**src/rtl/hyperbus_master_ctrl.sv**
```systemverilog
// Host-side HyperBus master: turns single 32-bit read/write requests into
// CA, latency, data and recovery bus phases (one byte per clk, SDR model).
module hyperbus_master_ctrl #(
    parameter int LATENCY    = 6,
    parameter int RD_TIMEOUT = 64,
    parameter int T_RWR      = 2
) (
    input  logic        clk,
    input  logic        rst_n,
    input  logic        req_valid,
    output logic        req_ready,
    input  logic        req_write,
    input  logic [31:0] req_addr,
    input  logic [31:0] req_wdata,
    output logic        rsp_valid,
    output logic        rsp_err,
    output logic [31:0] rsp_rdata,
    output logic        cs_n,
    output logic        hb_ck_en,
    output logic [7:0]  dq_out,
    output logic        dq_oe,
    input  logic [7:0]  dq_in,
    output logic        rwds_out,
    output logic        rwds_oe,
    input  logic        rwds_in
);

    localparam int MAX_A   = (2 * LATENCY > RD_TIMEOUT) ? 2 * LATENCY : RD_TIMEOUT;
    localparam int MAX_B   = (T_RWR > 6) ? T_RWR : 6;
    localparam int CNT_MAX = (MAX_A > MAX_B) ? MAX_A : MAX_B;
    localparam int CNT_W   = $clog2(CNT_MAX + 1);

    typedef enum logic [2:0] {
        S_IDLE,
        S_CA,
        S_LAT,
        S_WDATA,
        S_RDATA,
        S_RECOV
    } state_e;

    state_e             state_q, state_d;
    logic [CNT_W-1:0]   cnt_q, cnt_d;
    logic               write_q, write_d;
    logic [31:0]        addr_q, addr_d;
    logic [31:0]        wdata_q, wdata_d;
    logic               lat2x_q, lat2x_d;
    logic [1:0]         byte_cnt_q, byte_cnt_d;
    logic [23:0]        shift_q, shift_d;
    logic               rsp_valid_q, rsp_valid_d;
    logic               rsp_err_q, rsp_err_d;
    logic [31:0]        rsp_rdata_q, rsp_rdata_d;
    logic               init_q;

    logic [47:0]        ca_word;
    logic [7:0]         ca_byte;
    logic [7:0]         wr_byte;
    logic               lat_last;

    assign ca_word  = {~write_q, 1'b0, 1'b1, addr_q[31:3], 13'b0, addr_q[2:0]};
    assign lat_last = (cnt_q == (lat2x_q ? CNT_W'(2 * LATENCY - 1) : CNT_W'(LATENCY - 1)));

    always_comb begin
        case (cnt_q[2:0])
            3'd0:    ca_byte = ca_word[47:40];
            3'd1:    ca_byte = ca_word[39:32];
            3'd2:    ca_byte = ca_word[31:24];
            3'd3:    ca_byte = ca_word[23:16];
            3'd4:    ca_byte = ca_word[15:8];
            3'd5:    ca_byte = ca_word[7:0];
            default: ca_byte = 8'h00;
        endcase
        case (cnt_q[1:0])
            2'd0:    wr_byte = wdata_q[31:24];
            2'd1:    wr_byte = wdata_q[23:16];
            2'd2:    wr_byte = wdata_q[15:8];
            default: wr_byte = wdata_q[7:0];
        endcase
    end

    always_ff @(posedge clk or negedge rst_n) begin
        if (!rst_n) begin
            state_q     <= S_IDLE;
            cnt_q       <= '0;
            write_q     <= 1'b0;
            addr_q      <= '0;
            wdata_q     <= '0;
            lat2x_q     <= 1'b0;
            byte_cnt_q  <= '0;
            shift_q     <= '0;
            rsp_valid_q <= 1'b0;
            rsp_err_q   <= 1'b0;
            rsp_rdata_q <= '0;
            init_q      <= 1'b0;
        end else begin
            // NOTE: non-blocking so every register samples pre-edge values.
            state_q     <= state_d;
            cnt_q       <= cnt_d;
            write_q     <= write_d;
            addr_q      <= addr_d;
            wdata_q     <= wdata_d;
            lat2x_q     <= lat2x_d;
            byte_cnt_q  <= byte_cnt_d;
            shift_q     <= shift_d;
            rsp_valid_q <= rsp_valid_d;
            rsp_err_q   <= rsp_err_d;
            rsp_rdata_q <= rsp_rdata_d;
            init_q      <= 1'b1;
        end
    end

    always_comb begin
        // NOTE: every output and next-state gets a default first, so no path infers a latch.
        state_d     = state_q;
        cnt_d       = cnt_q;
        write_d     = write_q;
        addr_d      = addr_q;
        wdata_d     = wdata_q;
        lat2x_d     = lat2x_q;
        byte_cnt_d  = byte_cnt_q;
        shift_d     = shift_q;
        rsp_valid_d = 1'b0;
        rsp_err_d   = 1'b0;
        rsp_rdata_d = rsp_rdata_q;
        req_ready   = 1'b0;
        cs_n        = 1'b1;
        dq_oe       = 1'b0;
        dq_out      = 8'h00;
        rwds_oe     = 1'b0;

        case (state_q)
            S_IDLE: begin
                req_ready = init_q;
                if (req_valid && init_q) begin
                    write_d    = req_write;
                    addr_d     = req_addr;
                    wdata_d    = req_wdata;
                    cnt_d      = '0;
                    byte_cnt_d = '0;
                    shift_d    = '0;
                    state_d    = S_CA;
                end
            end
            S_CA: begin
                cs_n   = 1'b0;
                dq_oe  = 1'b1;
                dq_out = ca_byte;
                // The slave flags doubled latency on rwds during the first CA byte.
                if (cnt_q == '0) lat2x_d = rwds_in;
                if (cnt_q == CNT_W'(5)) begin
                    cnt_d   = '0;
                    state_d = S_LAT;
                end else begin
                    cnt_d = cnt_q + 1'b1;
                end
            end
            S_LAT: begin
                cs_n    = 1'b0;
                rwds_oe = write_q && lat_last;
                if (lat_last) begin
                    cnt_d   = '0;
                    state_d = write_q ? S_WDATA : S_RDATA;
                end else begin
                    cnt_d = cnt_q + 1'b1;
                end
            end
            S_WDATA: begin
                cs_n    = 1'b0;
                dq_oe   = 1'b1;
                rwds_oe = 1'b1;
                dq_out  = wr_byte;
                if (cnt_q == CNT_W'(3)) begin
                    cnt_d       = '0;
                    rsp_valid_d = 1'b1;
                    rsp_rdata_d = '0;
                    state_d     = S_RECOV;
                end else begin
                    cnt_d = cnt_q + 1'b1;
                end
            end
            S_RDATA: begin
                cs_n = 1'b0;
                if (rwds_in) begin
                    shift_d    = {shift_q[15:0], dq_in};
                    byte_cnt_d = byte_cnt_q + 1'b1;
                end
                // A fourth byte arriving on the timeout cycle still completes the read.
                if (rwds_in && byte_cnt_q == 2'd3) begin
                    cnt_d       = '0;
                    rsp_valid_d = 1'b1;
                    rsp_rdata_d = {shift_q, dq_in};
                    state_d     = S_RECOV;
                end else if (cnt_q == CNT_W'(RD_TIMEOUT - 1)) begin
                    cnt_d       = '0;
                    rsp_valid_d = 1'b1;
                    rsp_err_d   = 1'b1;
                    rsp_rdata_d = '0;
                    state_d     = S_RECOV;
                end else begin
                    cnt_d = cnt_q + 1'b1;
                end
            end
            S_RECOV: begin
                if (cnt_q == CNT_W'(T_RWR - 1)) begin
                    cnt_d   = '0;
                    state_d = S_IDLE;
                end else begin
                    cnt_d = cnt_q + 1'b1;
                end
            end
            default: state_d = S_IDLE;
        endcase
    end

    assign hb_ck_en  = ~cs_n;
    assign rwds_out  = 1'b0;
    assign rsp_valid = rsp_valid_q;
    assign rsp_err   = rsp_err_q;
    assign rsp_rdata = rsp_rdata_q;

endmodule

```
**config.mk**
```make
export PLATFORM = sky130hd
export DESIGN_NAME = hyperbus_master_ctrl
export DESIGN_NICKNAME = d
export VERILOG_FILES = /design/src/rtl/hyperbus_master_ctrl.sv
export SDC_FILE = /design/constraint.sdc
export NUM_CORES = 1
export LEC_CHECK = 0
export BUFFER_PORTS_ARGS = -buffer_cell sky130_fd_sc_hd__clkbuf_2
export CELL_PAD_IN_SITES_DETAIL_PLACEMENT = 1
export CELL_PAD_IN_SITES_GLOBAL_PLACEMENT = 2
export CORE_MARGIN = 4
export CORE_UTILIZATION = 33
export DETAILED_ROUTE_END_ITERATION = 6
export PLACE_DENSITY_LB_ADDON = 0.25
export REMOVE_ABC_BUFFERS = 1
export SETUP_SLACK_MARGIN = 0.2
export SYNTH_ARGS = -nofsm -noshare
export SYNTH_HDL_FRONTEND = slang
export SYNTH_SLANG_ARGS = --single-unit
```
**constraint.sdc**
```tcl
create_clock -name clk -period 2.1 [get_ports clk]
set_clock_uncertainty 0.05 [all_clocks]
set_input_delay 0.42 -clock clk [delete_from_list [all_inputs] [get_ports clk]]
set_output_delay 0.42 -clock clk [all_outputs]
set_load 0.005 [all_outputs]
```
==> metrics.txt <==
# TYPE chip_impl_metric gauge
chip_impl_info{name="run_status",value="complete, but fails checks"} 1
chip_impl_info{name="failed_checks",value="negative setup slack"} 1
chip_impl_metric{name="synth_area_per_cell",unit="µm²"} 12.90
chip_impl_metric{name="p_total",unit="µW"} 11880
chip_impl_metric{name="worstPathArrival",unit="ns"} 2.05
chip_impl_metric{name="total_leakage_power",unit="µW"} 0.003846
chip_impl_metric{name="num_io_pins",unit=""} 125
chip_impl_metric{name="min_period",unit="ns"} 2.522
chip_impl_metric{name="flow.area_growth_from_synthesis",unit="%"} 38.49
chip_impl_info{name="setup_repair_after_global_routing_missed_its_margin",value="true"} 1
chip_impl_metric{name="number_of_input_and_output_port_buffers_inserted",unit=""} 123
chip_impl_metric{name="pin_count_of_the_biggest_net_entering_global_routing",unit=""} 77
chip_impl_info{name="critical-path-slowest-cell",value="sky130_fd_sc_hd__dfrtp_2"} 1
chip_impl_metric{name="critical-path-max-stage-delay",unit="ns"} 0.46
chip_impl_info{name="critical_path_start_type",value="flip-flop"} 1
chip_impl_metric{name="initialDrtViolationCount",unit=""} 230
chip_impl_metric{name="drcViolationCount",unit=""} 0
chip_impl_metric{name="finalWorstSetupSlack",unit="ns"} -0.4225
chip_impl_metric{name="clk_transition_reported_paths",unit="ns"} 0.06
chip_impl_info{name="critPathCaptureType",value="output pin"} 1
chip_impl_metric{name="total_half_perimeter_wirelength_after_legalization_and_detailed_placement",unit="µm"} 11070
chip_impl_metric{name="place_congestion",unit=""} 0.7850
chip_impl_metric{name="antenna-diode-count",unit=""} 0
chip_impl_metric{name="power.ir.vdd_worst",unit="µV"} 670.1
chip_impl_metric{name="finalSetupViolCount",unit=""} 15
chip_impl_metric{name="ys_seq_elements",unit=""} 137
chip_impl_metric{name="fp.dieW",unit="µm"} 141.8
chip_impl_metric{name="grt_pass1_wl",unit="µm"} 27030
chip_impl_metric{name="clock_insertion_delay_worst_skew",unit="ns"} 0.42
chip_impl_info{name="final_common_cell",value="sky130_fd_sc_hd__dfrtp_1"} 1
chip_impl_metric{name="post_place_instance_area",unit="mm²"} 0.007015
chip_impl_metric{name="floorplan.rows",unit=""} 48
chip_impl_metric{name="number_of_violations_of_the_max_capacitance_limit",unit=""} 0
chip_impl_metric{name="grt_pass1_vias",unit=""} 4977
chip_impl_metric{name="drt_pass1_iterations",unit=""} 5
chip_impl_metric{name="ys_warn_count",unit=""} 0
chip_impl_metric{name="timing.slew.headroom",unit=""} 0.5752
chip_impl_metric{name="netlist-cell-type-count",unit=""} 46
chip_impl_metric{name="die_height",unit="µm"} 141.8
chip_impl_metric{name="layout.core_utilization",unit=""} 0.4699
chip_impl_metric{name="fp.dieArea",unit="mm²"} 0.02011
chip_impl_metric{name="synth_sequential_area_ratio",unit=""} 0.5801
chip_impl_metric{name="overflow",unit=""} 0
chip_impl_info{name="worstHoldPathType",value="in -> reg"} 1
chip_impl_metric{name="dp.cells",unit=""} 807
chip_impl_metric{name="net_total_in_the_final_layout",unit=""} 701
chip_impl_metric{name="grt_antenna_before_repair",unit=""} 0
chip_impl_metric{name="critical_path_peak_fanout",unit=""} 13
chip_impl_metric{name="max_freq",unit="MHz"} 396.4
chip_impl_metric{name="final_cell_area",unit="mm²"} 0.008184
chip_impl_metric{name="worstPathBufferInverterCount",unit=""} 3
chip_impl_metric{name="dr_total_vias",unit=""} 4489
chip_impl_metric{name="cts_inserted_buffers",unit=""} 17
chip_impl_metric{name="h-tree-depth",unit=""} 4
chip_impl_metric{name="via_per_inst",unit=""} 5.244
chip_impl_metric{name="power_density",unit="mW/mm²"} 1452
chip_impl_metric{name="grt.total_usage",unit=""} 0.1726
chip_impl_metric{name="drt.antenna.violating_nets",unit=""} 0
chip_impl_metric{name="synth_enable_flop_cells",unit=""} 0
chip_impl_metric{name="synthCells",unit=""} 458
chip_impl_metric{name="core_area",unit="mm²"} 0.01742
chip_impl_metric{name="post-route-period-util",unit=""} 1.201
chip_impl_info{name="timing_worst_setup_path_type",value="reg -> out"} 1
chip_impl_metric{name="clock-sinks",unit=""} 137
chip_impl_info{name="cts_root_buf",value="sky130_fd_sc_hd__clkbuf_16"} 1
chip_impl_info{name="tritoncts",value="yes"} 1
chip_impl_info{name="cells_along_the_critical_path",value="inv_4 -> ha_2 -> buf_8 -> a222oi_1 -> nor2_1 -> a21oi_1 -> o22ai_2 -> clkbuf_2"} 1
chip_impl_metric{name="mappedNetlistArea",unit="mm²"} 0.005909
chip_impl_metric{name="tightest_pin_transition",unit="ns"} 0.6356
chip_impl_info{name="yosys_most_used_dff",value="sky130_fd_sc_hd__dfrtp_1"} 1
chip_impl_metric{name="initial_utilization",unit=""} 0.3393
chip_impl_metric{name="asr_flop_ratio_synth",unit=""} 1.000
chip_impl_metric{name="postRouteWirelength",unit="µm"} 17040
chip_impl_metric{name="hold_viol_final",unit=""} 0
chip_impl_info{name="timing.critical_path.max_delay_family",value="compound AO/OA/AOI/OAI gates"} 1
chip_impl_metric{name="wl_per_cell",unit="µm"} 19.90
chip_impl_metric{name="finalSetupTns",unit="ns"} -3.606
chip_impl_metric{name="final-max-slew-violation-count",unit=""} 0
chip_impl_metric{name="clk_path_buf_depth",unit=""} 2
chip_impl_info{name="highest_count_cells_in_the_layout_ignoring_fill_and_taps",value="134 x sky130_fd_sc_hd__dfrtp_1, 118 x sky130_fd_sc_hd__clkbuf_2, 67 x sky130_fd_sc_hd__mux2_2"} 1
chip_impl_metric{name="worst_ep_required_time",unit="ns"} 1.63
chip_impl_metric{name="stdcell_count",unit=""} 856
chip_impl_metric{name="layout-drive-gt1-share",unit=""} 0.5087
## power by group
group | total (µW) | switching, µW | internal (µW)
sequential | 4130 | 608 | 3520
combinational | 4350 | 2090 | 2260
clock | 3400 | 1150 | 2260
total | 11900 | 3840 | 8040
## worst register-to-register path: cells and delay by family (launching register included)
family                     cells  cell delay, ns
and+or+nand+nor                2            0.45
buffers and inverters          1            0.19
adders and majority gates      1            0.25
AOI/OAI and AO/OA              2            0.58
DFF                            1            0.47
## worst paths after layout
kind | start | end | slack (ns) | cells after the start
min in group asynchronous | rst_n | rsp_rdata[9] | 0.30 | 2
worst max register to register | cnt_q[0] | state_q[1] | -0.03 | 6
worst min-delay path | req_wdata[8] | wdata_q[8] | 0.19 | 2
worst min register to register | rsp_rdata[4] | rsp_rdata[4] | 0.45 | 1
worst max-delay path | cnt_q[0] | dq_out[7] | -0.42 | 8
max in group asynchronous | rst_n | wdata_q[7] | 1.10 | 3
## synth_stat cells, drive strengths merged, types with 4 or more instances
library cell / number / area share
nand2: 12 / 0.0076
clkbuf: 11 / 0.0072
nand3: 4 / 0.0034
mux2: 67 / 0.13
inv: 8 / 0.0051
o22ai: 12 / 0.013
a22oi: 6 / 0.0076
nand4: 5 / 0.0053
a221oi: 4 / 0.0070
a31oi: 4 / 0.0042
buf: 26 / 0.027
dfrtp: 137 / 0.58
ha: 6 / 0.013
a22o: 60 / 0.089
nor2: 20 / 0.013
a222oi: 9 / 0.015
a21oi: 22 / 0.019
nor3: 7 / 0.0085
and3: 4 / 0.0042
## layer usage
metal / GRT usage / up-vias / part of all wire
li1: - / 2050 / -
met1: 0.2263 / 2331 / 0.44
met2: 0.2881 / 91 / 0.52
met3: 0.03775 / 17 / 0.034
met4: 0.05051 / 0 / 0.011
met5: 0 / - / 0
## flip-flops by register name (all words and copies together), names as in the netlist, 2 cells and up
name / cells
wdata_q: 32
addr_q: 32
shift_q: 24
state_q: 3
rsp_rdata: 32
cnt_q: 7
byte_cnt_q: 2
## logic make-up (layout without fill, tap and decap cells)
family	count (synthesis)	count (layout)	share of synthesized area
compound gates	126	126	0.1664
xor+xnor	6	6	0.008894
fa+ha+maj	6	6	0.01270
buf+inv	45	218	0.03917
flops	137	137	0.5801
mux	68	68	0.1294
other cells	2	2	0.001271
simple gates	68	68	0.06204
## stage by stage
stage               setup slack [ns]  hold WS, ns
detailed placement           -0.1650       0.1689
finish                       -0.4225       0.1857
global placement            -0.07621       0.1671
floorplan                     -1.401      0.07441
global route                 -0.5648       0.1746
CTS                          -0.4353       0.1695
## area by class of cell
class | instances | area [µm²]
Clock buffer | 20 | 446.7
Clock inverter | 12 | 221.5
Fill cell | 1848 | 9233
Inverter | 8 | 32.53
Multi-Input combinational cell | 276 | 2514
Sequential cell | 137 | 3432
Tap cell | 225 | 281.5
Timing Repair Buffer | 178 | 1256
## timing repair
action                                  in CTS  in global routing
gates resized for setup                     52                 26
endpoints found under the setup margin     125                117
buffers inserted                             6                  8
endpoints found under the hold margin       61                  0
hold buffers                                 1                  0
gates cloned                                 2                  0
pin swaps                                   16                 16
(Power assumes the default switching activity.)
